<file path="config.mk">
export PLATFORM = sky130hd
export DESIGN_NAME = unpool_upsampler
export DESIGN_NICKNAME = d
export VERILOG_FILES = /design/src/rtl/unpool_upsampler.sv
export SDC_FILE = /design/constraint.sdc
export NUM_CORES = 1
export LEC_CHECK = 0
export BUFFER_PORTS_ARGS = -buffer_cell sky130_fd_sc_hd__buf_2
export CORE_MARGIN = 3
export CORE_UTILIZATION = 40
export CTS_BUF_LIST = sky130_fd_sc_hd__clkbuf_8
export DETAILED_ROUTE_END_ITERATION = 8
export PLACE_DENSITY = 0.65
export SLEW_MARGIN = 10
export SYNTH_ARGS = -nofsm -noshare
export SYNTH_HDL_FRONTEND = slang
export SYNTH_SLANG_ARGS = --single-unit
</file>
<file path="constraint.sdc">
create_clock -name clk -period 5.6 [get_ports clk]
set_input_delay 0.28 -clock clk [delete_from_list [all_inputs] [get_ports clk]]
set_output_delay 0.28 -clock clk [all_outputs]
set_load 0.02 [all_outputs]
</file>
<file path="src/rtl/unpool_upsampler.sv">
// 2x nearest-neighbour upsampler: each pixel is emitted twice, then each row is replayed from a line buffer.
// Optional feature macro UNPOOL_LAST_EN adds out_last, which marks the final pixel of each output row.
module unpool_upsampler #(
    parameter int DATA_WIDTH = 16,
    parameter int W_IN       = 14,
    parameter int H_IN       = 14
) (
    input  logic                  clk,
    input  logic                  rst,
    input  logic                  in_valid,
    output logic                  in_ready,
    input  logic [DATA_WIDTH-1:0] in_data,
    output logic                  out_valid,
    input  logic                  out_ready,
    output logic [DATA_WIDTH-1:0] out_data,
    output logic                  out_frame_done
`ifdef UNPOOL_LAST_EN
    ,
    output logic                  out_last
`endif
);

    localparam int CW = $clog2(W_IN);
    localparam int RW = (H_IN > 1) ? $clog2(H_IN) : 1;
    localparam logic [CW-1:0] COL_LAST = CW'(W_IN - 1);
    localparam logic [RW-1:0] ROW_LAST = RW'(H_IN - 1);

    typedef enum logic {S_FILL, S_REPLAY} state_t;

    state_t                state;
    logic [CW-1:0]         col;
    logic [RW-1:0]         row;
    logic                  dup;
    logic                  row_empty;
    logic [DATA_WIDTH-1:0] lb [W_IN];

    logic          xfer;
    logic          accept;
    logic          at_last;
    logic [CW-1:0] wr_col;

    assign xfer    = out_valid && out_ready;
    assign at_last = (col == COL_LAST) && !row_empty;
    assign wr_col  = row_empty ? '0 : col + 1'b1;

    // Input is held off while the second copy of the row's last pixel is
    // presented: that transfer starts the replay, so no new pixel can land.
    assign in_ready = !rst && (state == S_FILL) &&
                      (!out_valid || (out_ready && dup && !at_last));
    assign accept   = in_valid && in_ready;

    always_ff @(posedge clk) begin
        if (accept) begin
            lb[wr_col] <= in_data;
        end
    end

    always_ff @(posedge clk) begin
        if (rst) begin
            state          <= S_FILL;
            col            <= '0;
            row            <= '0;
            dup            <= 1'b0;
            row_empty      <= 1'b1;
            out_valid      <= 1'b0;
            out_data       <= '0;
            out_frame_done <= 1'b0;
        end else begin
            out_frame_done <= 1'b0;
            case (state)
                S_FILL: begin
                    if (xfer && dup && at_last) begin
                        state     <= S_REPLAY;
                        col       <= '0;
                        out_data  <= lb[0];
                        out_valid <= 1'b1;
                        dup       <= 1'b0;
                    end else if (accept) begin
                        out_data  <= in_data;
                        out_valid <= 1'b1;
                        dup       <= 1'b0;
                        col       <= wr_col;
                        row_empty <= 1'b0;
                    end else if (xfer && !dup) begin
                        dup <= 1'b1;
                    end else if (xfer) begin
                        out_valid <= 1'b0;
                    end
                end
                S_REPLAY: begin
                    if (xfer && !dup) begin
                        dup <= 1'b1;
                    end else if (xfer) begin
                        dup <= 1'b0;
                        if (col == COL_LAST) begin
                            out_valid <= 1'b0;
                            col       <= '0;
                            row_empty <= 1'b1;
                            state     <= S_FILL;
                            if (row == ROW_LAST) begin
                                row            <= '0;
                                out_frame_done <= 1'b1;
                            end else begin
                                row <= row + 1'b1;
                            end
                        end else begin
                            col      <= col + 1'b1;
                            out_data <= lb[col + 1'b1];
                        end
                    end
                end
                default: state <= S_FILL;
            endcase
        end
    end

`ifdef UNPOOL_LAST_EN
    // Rises when the first copy of the last column hands over to the second copy.
    always_ff @(posedge clk) begin
        if (rst) begin
            out_last <= 1'b0;
        end else if (xfer && !dup && at_last) begin
            out_last <= 1'b1;
        end else if (xfer || accept) begin
            out_last <= 1'b0;
        end
    end
`endif

endmodule

</file>
==> results of run 1 <==
## per-layer routing
layer	GRT usage (%)	part of all wire, %
met5	0	0
met4	5.48	2.4
met3	2.69	5.0
met2	28.4	50
met1	22.2	42
## registers in the layout, summed over array words and instances, names as in the netlist
signal          cells
out_data           16
lb                224
dup                 1
row                 4
out_valid           1
col                 4
out_frame_done      1
row_empty           1
state               1
## cell usage in the layout (no fill, tap or decap), types with 3 or more instances in the layout
cell type / synthesis / final
nor3_2: 0 / 3
nor2_2: 0 / 5
a211oi_1: 15 / 15
buf_4: 0 / 15
inv_1: 4 / 17
nand4_1: 16 / 16
nand3_1: 6 / 6
buf_2: 11 / 38
nor2b_1: 14 / 14
clkbuf_8: 1 / 42
mux4_2: 48 / 48
nand2_1: 74 / 74
mux2i_1: 17 / 17
o31ai_1: 15 / 15
a21oi_1: 9 / 9
dfxtp_1: 29 / 28
edfxtp_1: 224 / 224
clkinv_1: 0 / 11
o21ai_0: 34 / 34
nor2_1: 15 / 10
clkinv_2: 0 / 5
nor4_2: 0 / 6
## kinds of logic after synthesis
| kind of cell | count (synthesis) | synth area share [%] |
|---|---|---|
| buffers and inverters | 41 | 1.76 |
| AO/OA/AOI/OAI | 88 | 5.73 |
| XOR/XNOR | 5 | 0.431 |
| adder cells (fa/ha/maj) | 2 | 0.246 |
| flip-flops | 253 | 72.0 |
| multiplexers | 67 | 12.5 |
| AND/OR/NAND/NOR | 151 | 7.31 |
## through the flow
stage                     instances  instance area [sq um]  hold WS [ns]
final                          1021                  11500         0.104
after global routing           1021                  11500         0.116
after CTS                      1021                  11500        0.0745
after detailed placement        947                  10800         0.449
after global placement          947                  10800         0.444
after floorplan                 607                  10200         0.379
## report_power, final
| group | switching [uW] | internal [uW] | total, uW |
|---|---|---|---|
| sequential | 16.1 | 2070 | 2090 |
| clock | 699 | 703 | 1400 |
| combinational | 108 | 70.3 | 178 |
| total | 823 | 2840 | 3670 |
## how the worst max path moves through the flow
stage                      end  cells past startpoint  slack [ns]
finish                lb[4][1]                      6        2.01
global route          lb[4][1]                      6        1.75
CTS                  lb[13][3]                      6        1.85
detailed placement  lb[13][11]                      6        1.85
global placement    lb[13][10]                      6        1.98
floorplan             lb[3][0]                      7        1.65
## worst max-delay path, stage by stage, from the launching register on
cell and delay, ns:
dfxtp_4 0.51, ha_2 0.27, and4b_4 0.22, a2111oi_4 0.48
nand3b_1 0.35, or3b_4 0.52, nor2_2 0.84
## area by class of cell
type	instances	area [sq um]	share of cell area, %
Sequential cell	253	7310	63.5
Multi-Input combinational cell	313	2760	24.0
Clock buffer	42	578	5.02
Tap cell	324	405	3.52
Timing Repair Buffer	53	303	2.63
Clock inverter	32	143	1.24
Inverter	4	15.0	0.130
==> impl_metrics.tcl, run 1 <==
set metrics [dict create \
    outcome "complete, no violations" \
    synth_flop_cell "edfxtp_1" \
    hold_buffers 0 \
    critPathMaxFanout 31 \
    die_x_microns 165 \
    ir_drop_uv 194 \
    cts_setup_buffers 0 \
    async_flop_share_pct 0 \
    yosys.area.top_type_share_pct 66.3 \
    yosysSeqAreaShare_pct 72.0 \
    worst-setup-path-type "flip-flop to flip-flop" \
    final_net_count 687 \
    synthCells 607 \
    drt_iter0_drc 463 \
    drive_gt1_share_pct 26.1 \
    r2r_end "lb[4][1]" \
    grt_pass1_vias 5912 \
    max_freq_mhz 278 \
    critPathRequiredTime_ns 5.75 \
    clock_sinks 253 \
    cts_tree "done" \
    vias 5681 \
    syn_nets 629 \
    cts.repair.resized 0 \
    grtUsageTotal_pct 16.8 \
    ys_seq_elements 253 \
    core_sq_um 24600 \
    crit_start "col[0]" \
    setup_tns_ns 0 \
    place.gp.congestion 0.832 \
    leakagePower_uw 0.00373 \
    cts_buffer_depth 3 \
    reg2reg_slack_ns 2.01 \
    hold_viol 0 \
    power_density_nw_per_um2 318 \
    yosysWarnings 0 \
    antenna_found_initial 0 \
    yosys.cell_count.top_type "edfxtp_1" \
    numCtsBuffers 40 \
    grt_max_degree 54 \
    antenna_cells 0 \
    layout_setup_ws_ns 2.01 \
    cts-htree-levels 2 \
    drv_cap 0 \
    drt_first_pass_iters 5 \
    vias_per_cell 5.56 \
    post-route-period-util_pct 64.1 \
    rsz0062_at_grt "false" \
    portBuffers 38 \
    power_uw 3670 \
    grt_pass1_wl_mm 34.4 \
    ant_nets 0 \
    synth.area.top_cells "edfxtp_1 66%, mux4_2 11%, dfxtp_1 5.7%" \
    worstSkewPairLatency_ns 0.54 \
    dp_hpwl_mm 13.6 \
    syn_area_sq_um 10200 \
    yosysTopAreaCell "edfxtp_1" \
    slew_headroom_pct 26.6 \
    reg2reg_depth 6 \
    rows 57 \
    area.growth.synth_to_final_pct 13.4 \
    root_buffer "clkbuf_8" \
    die_y_microns 165 \
    setup_violations 0 \
    fin_skew_ns 0.0158 \
    rr_startpoint "col[0]" \
    num-fill-cells 2092 \
    drc 0 \
    hold_depth 3 \
    worstHoldStart "out_ready" \
    synth_edf_count 224 \
    period_minus_slack_ns 3.59 \
    dieArea_sq_um 27300 \
    utilization_pct 46.8 \
    synth_area_per_cell_sq_um 16.7 \
    report.final.slew_viol_count 0 \
    routed_wl_mm 22.3 \
    grt_overflow 0 \
    routedWlPerCell_microns 21.9 \
    cp-start-kind "flip-flop" \
    clk_pin_slew_ns 0.06 \
    pre_cts_ws_ns 1.85 \
    crit_path_end_kind "flip-flop" \
    hold_path_class "primary input to flip-flop" \
    tightest_slew_ns 1.10 \
    holdPathEnd "dup" \
    io_pins 39 \
    worstPathArrival_ns 3.74 \
    yosys-top-cells-count "224 x edfxtp_1, 74 x nand2_1, 48 x mux4_2, 34 x o21ai_0, 29 x dfxtp_1" \
    initial_core_util_pct 41.3 \
    ys_types 50 \
]
Note: power is estimated with default switching activity, not from simulation.
==> inputs of run 2 (changes only) <==
Settings changed: ABC_AREA set to 1, PLACE_DENSITY 0.65 to 0.67.
Clock period 5.6 ns to 3 ns, I/O delays scaled along.
==> run 2 against run 1 <==
Critical path type unchanged. Final area increased by 10%. Critical path depth decreased by 1. Combinational power increased to 2.8 times the previous value. Highest routed layer unchanged. Synthesized area increased by 9.8%. Setup slack got worse by 1.8 ns. Power increased by 93%. Largest power group unchanged. Via count increased by 39%.
==> impl_metrics.tcl, run 2 <==
set metrics [dict create \
    outcome "complete, no violations" \
    synthCells 1144 \
    leakagePower_uw 0.00534 \
    hold_path_class "primary input to flip-flop" \
    routed_wl_mm 27.0 \
    setup_violations 0 \
    pre_cts_ws_ns 0.219 \
    p_clk_share_pct 38.0 \
    root_buffer "clkbuf_8" \
    drv_cap 0 \
    worst-setup-path-type "flip-flop to flip-flop" \
    worst-path-buf-inv 1 \
    yosys.cell_count.top_type "nand2_1" \
    io_pins 39 \
    syn_nets 1166 \
    max_freq_mhz 352 \
    cts_buffer_depth 3 \
    critPathRequiredTime_ns 3.22 \
    reg_top3 "lb (224), out_data (16)" \
    layout_commonest_cell "nand2_1" \
    grt_overflow 0 \
    die_x_microns 173 \
    dieArea_sq_um 29900 \
    setup_tns_ns 0 \
    yosysTopAreaCell "edfxtp_1" \
    critPathMaxFanout 29 \
    worstPathArrival_ns 3.06 \
    place.gp.congestion 0.817 \
    largest_reg_flops 224 \
    p_sw_share_pct 24.2 \
    hold_viol 0 \
    die_y_microns 173 \
    cts_tree "done" \
    drive_gt1_share_pct 12.1 \
    routedWlPerCell_microns 16.7 \
    cp_slowest_cell "xnor2_4" \
    critPathTopFamily "XOR/XNOR gates" \
    core_sq_um 27200 \
    drt_iter0_drc 785 \
    worstSkewPairLatency_ns 0.56 \
    comb_power_share_pct 7.0 \
    power_density_nw_per_um2 557 \
    tightest_slew_ns 0.948 \
    layout_setup_ws_ns 0.159 \
    vias_per_cell 4.91 \
    cts.repair.resized 0 \
    ir_drop_uv 354 \
    area.growth.synth_to_final_pct 14.1 \
    max_stage_delay_ns 0.77 \
    final_net_count 1230 \
    syn_area_sq_um 11100 \
    portBuffers 38 \
    crit_chain "ha_1 > xnor2_4 > o21ai_0 > nor3_2 > buf_4" \
    antenna_found_initial 2 \
    fin_cells 1612 \
    cts-htree-levels 2 \
    drt_first_pass_iters 6 \
    dp_hpwl_mm 16.4 \
    drc 0 \
    cp-start-kind "flip-flop" \
    ys_seq_elements 253 \
    crit_path_end_kind "flip-flop" \
    synth.area.top_cells "edfxtp_1 60%, nand2_1 14%, nand3_1 5.6%" \
    clock_sinks 253 \
    synth_area_per_cell_sq_um 9.74 \
    seqPwrFrac_pct 55.1 \
    yosysSeqAreaShare_pct 65.6 \
    final_cell_mix "417 x nand2_1, 224 x edfxtp_1, 133 x inv_1, 124 x nand3_1, 74 x nor2_1" \
    p_switching_uw 1710 \
    synth_edf_count 224 \
    p_int_uw 5370 \
    async_flop_share_pct 0 \
    final_area_sq_um 12700 \
    rsz0062_at_grt "false" \
    hold_slack_ns 0.0182 \
    yosys.area.top_type_share_pct 60.4 \
    slew_headroom_pct 36.8 \
    grt_max_degree 62 \
    grtUsageTotal_pct 18.1 \
    grt_pass1_wl_mm 42.8 \
    top_register "lb" \
    grt_pass1_vias 7622 \
    ant_nets 0 \
    yosys-top-cells-count "417 x nand2_1, 224 x edfxtp_1, 124 x nand3_1, 109 x inv_1, 74 x nor2_1" \
    report.final.slew_viol_count 0 \
    vias 7918 \
    clk_pin_slew_ns 0.07 \
    period_minus_slack_ns 2.84 \
    yosysWarnings 0 \
    synth_flop_cell "edfxtp_1" \
    rows 60 \
    initial_core_util_pct 41.0 \
    ys_types 31 \
    fin_skew_ns 0.0265 \
    post-route-period-util_pct 94.7 \
    dpl-instance-area_sq_um 11900 \
    numCtsBuffers 41 \
    dp.cells 1525 \
]
## run 2: worst paths after layout
check	slack (ns)	from	depth (start not counted)	endpoint
setup reg to reg	0.16	col[0]	5	lb[3][6]
setup / recovery	0.16	col[0]	5	lb[3][6]
hold / removal	0.02	in_data[0]	1	lb[3][0]
hold reg to reg	0.49	row[3]	1	row[3]
## run 2: cell families after synthesis
kind of cell	count (synthesis)	share of synthesized area, %
AOI/OAI and AO/OA	67	3.12
xor gates and xnor gates	2	0.326
adders and majority gates	2	0.225
buffers and inverters	175	6.70
DFF	253	65.6
and+or+nand+nor	645	24.1
## run 2: area by class of cell
type | instances | area, sq um
flip-flops and latches | 253 | 7310
inverters | 113 | 425
repair buffers | 83 | 571
clock buffers | 44 | 606
multi-input cells | 716 | 3210
clock inverters | 29 | 125
fillers | 2541 | 14500
diodes | 2 | 5.00
well taps | 372 | 465
## run 2: routing by layer
metal  wire length [microns]  track usage (%)  up-vias
met5                       0                0        -
met4                     574             5.61        0
met3                    2030             3.43       44
met2                   12500             28.7      280
met1                   11900             25.5     3701
li1                        -                -     3893
## run 2: power by group through the flow
stage                     Clock [uW]  Combinational (uW)  Sequential, uW
after detailed placement           0                 480            3980
after global placement             0                 472            3980
after CTS                       2760                 495            3900
final                           2690                 493            3900
after global routing            2930                 552            3910
after floorplan                    0                 285            3990
## run 2: metrics by stage
| step | util (%) | total power (uW) |
|---|---|---|
| after floorplan | - | 4280 |
| after global placement | 43.6 | 4450 |
| after detailed placement | 43.6 | 4460 |
| after CTS | 46.8 | 7160 |
| after global routing | 46.8 | 7390 |
| final | 46.8 | 7090 |
## run 2: repair_timing
item | in CTS | in global routing
setup buffers | 0 | 0
hold endpoints to repair | 110 | 0
hold buffers | 12 | 0
==> inputs of run 3 (changes only) <==
Settings changed: BUFFER_PORTS_ARGS -buffer_cell sky130_fd_sc_hd__buf_2 to -buffer_cell sky130_fd_sc_hd__clkbuf_2, SKIP_CTS_REPAIR_TIMING set to 1.
==> run 3 against run 2 <==
The run now ends with hold timing left. Worst hold slack got worse by 0.053 ns. Critical path depth rose by 1. Critical endpoint is now lb[6][7]. Maximum frequency barely moved. Utilization down 0.50 points. Clock skew is 0.0064 ns higher. Count of clock-buffer cells in the layout down 3. Non-clock buffer count down 13. Sequential cell count unchanged. Register-to-register slack about the same. Largest power group unchanged.
==> impl_metrics.tcl, run 3 (synthesis results as in run 2) <==
set metrics [dict create \
    largest_reg_flops 224 \
    hold_viol 1 \
    comb_power_share_pct 6.9 \
    crit_end "lb[6][7]" \
    critPathMaxFanout 47 \
    post-route-period-util_pct 94.7 \
    grt_max_degree 57 \
    vias 8019 \
    cp-start-kind "flip-flop" \
    grt_overflow 0 \
    p_sw_share_pct 24.3 \
    dpl-instance-area_sq_um 11800 \
    worstSkewPairLatency_ns 0.54 \
    pre_cts_ws_ns 0.147 \
    fin_skew_ns 0.0329 \
    routed_wl_mm 27.6 \
    r2r_end "lb[6][7]" \
    numCtsBuffers 41 \
    max_freq_mhz 352 \
    p_switching_uw 1690 \
    crit_start "col[0]" \
    root_buffer "clkbuf_8" \
    die_y_microns 173 \
    report.final.slew_viol_count 0 \
    drt_iter0_drc 761 \
    hold_path_class "primary input to flip-flop" \
    rows 60 \
    grtUsageTotal_pct 18.2 \
    slew_headroom_pct 29.5 \
    hold_slack_ns -0.0352 \
    io_pins 39 \
    outcome "complete, but fails checks" \
    clk_pin_slew_ns 0.06 \
    reg_top3 "lb (224), out_data (16)" \
    leakagePower_uw 0.00523 \
    layout_commonest_cell "nand2_1" \
    violations "hold timing" \
    die_x_microns 173 \
    drv_cap 0 \
    dieArea_sq_um 29900 \
    initial_core_util_pct 41.0 \
    dp_hpwl_mm 16.3 \
    drive_gt1_share_pct 11.7 \
    reg2reg_depth 6 \
    worst-setup-path-type "flip-flop to flip-flop" \
    critPathRequiredTime_ns 3.19 \
    period_minus_slack_ns 2.84 \
    place.gp.congestion 0.831 \
    drc 0 \
    vias_per_cell 5.00 \
    worstPathArrival_ns 3.03 \
    final_net_count 1218 \
    antenna_found_initial 3 \
    rsz0062_at_grt "false" \
    area.growth.synth_to_final_pct 12.9 \
    cts_tree "done" \
    power_uw 6970 \
    setup_violations 0 \
    top_register "lb" \
    final_area_sq_um 12600 \
    portBuffers 38 \
    clock_sinks 253 \
    p_int_uw 5280 \
    routedWlPerCell_microns 17.2 \
    drt_first_pass_iters 5 \
    power_density_nw_per_um2 554 \
    layout_setup_ws_ns 0.159 \
    rr_startpoint "col[0]" \
    ant_nets 0 \
    cts-htree-levels 2 \
    final_cell_mix "417 x nand2_1, 224 x edfxtp_1, 126 x inv_1, 124 x nand3_1, 74 x nor2_1" \
    grt_pass1_vias 7773 \
    ir_drop_uv 294 \
    seqPwrFrac_pct 56.0 \
    tightest_slew_ns 1.05 \
    reg2reg_slack_ns 0.16 \
    core_sq_um 27200 \
    cts_buffer_depth 3 \
    grt_pass1_wl_mm 43.2 \
    p_clk_share_pct 37.1 \
    crit_path_end_kind "flip-flop" \
]
## run 3: per-layer routing
layer / wire length (microns) / vias to the layer above / GRT usage, % / part of all wire, %
met3: 2150 / 60 / 3.36 / 7.8
met2: 12700 / 319 / 29.0 / 46
li1: - / 3879 / - / -
met1: 12000 / 3761 / 25.2 / 44
met4: 706 / 0 / 6.05 / 2.6
met5: 0 / - / 0 / 0
## run 3: how the worst min path moves through the flow
stage | start | end | slack [ns] | depth (start not counted)
2_1_floorplan | in_data[0] | lb[0][0] | 0.25 | 0
3_3_place_gp | row[3] | row[3] | 0.46 | 1
3_5_place_dp | row[3] | row[3] | 0.47 | 1
4_1_cts | out_ready | dup | -0.06 | 3
5_1_grt | out_ready | dup | 0.004 | 3
6_report | out_ready | dup | -0.04 | 3
## run 3: worst max-delay path: stages (launching register included)
cell	delay, ns
dfxtp_4	0.48
buf_4	0.51
ha_2	0.46
nor2_1	0.15
nand2_1	0.16
nor3_2	0.38
buf_4	0.33
## run 3: power by group through the flow
stage / Sequential (uW) / Clock, uW / Combinational (uW)
after floorplan: 3990 / 0 / 285
after global placement: 3980 / 0 / 475
after detailed placement: 3980 / 0 / 483
after CTS: 3900 / 2650 / 485
after global routing: 3910 / 2810 / 542
final: 3900 / 2590 / 484
## run 3: cell type report
cell class	count	area, sq um
Inverter	113	427
Antenna cell	3	7.51
Timing Repair Buffer	70	445
Clock buffer	41	564
Fill cell	2534	14600
Tap cell	372	465
Multi-Input combinational cell	717	3220
Clock inverter	34	136
Sequential cell	253	7310
## run 3: per-stage QoR
step                TNS [ns]  utilization (%)  instances
floorplan             -11.68                -       1144
global placement           0             43.6       1523
detailed placement         0             43.6       1523
CTS                        0             46.2       1598
global route               0             46.3       1601
finish                     0             46.3       1603
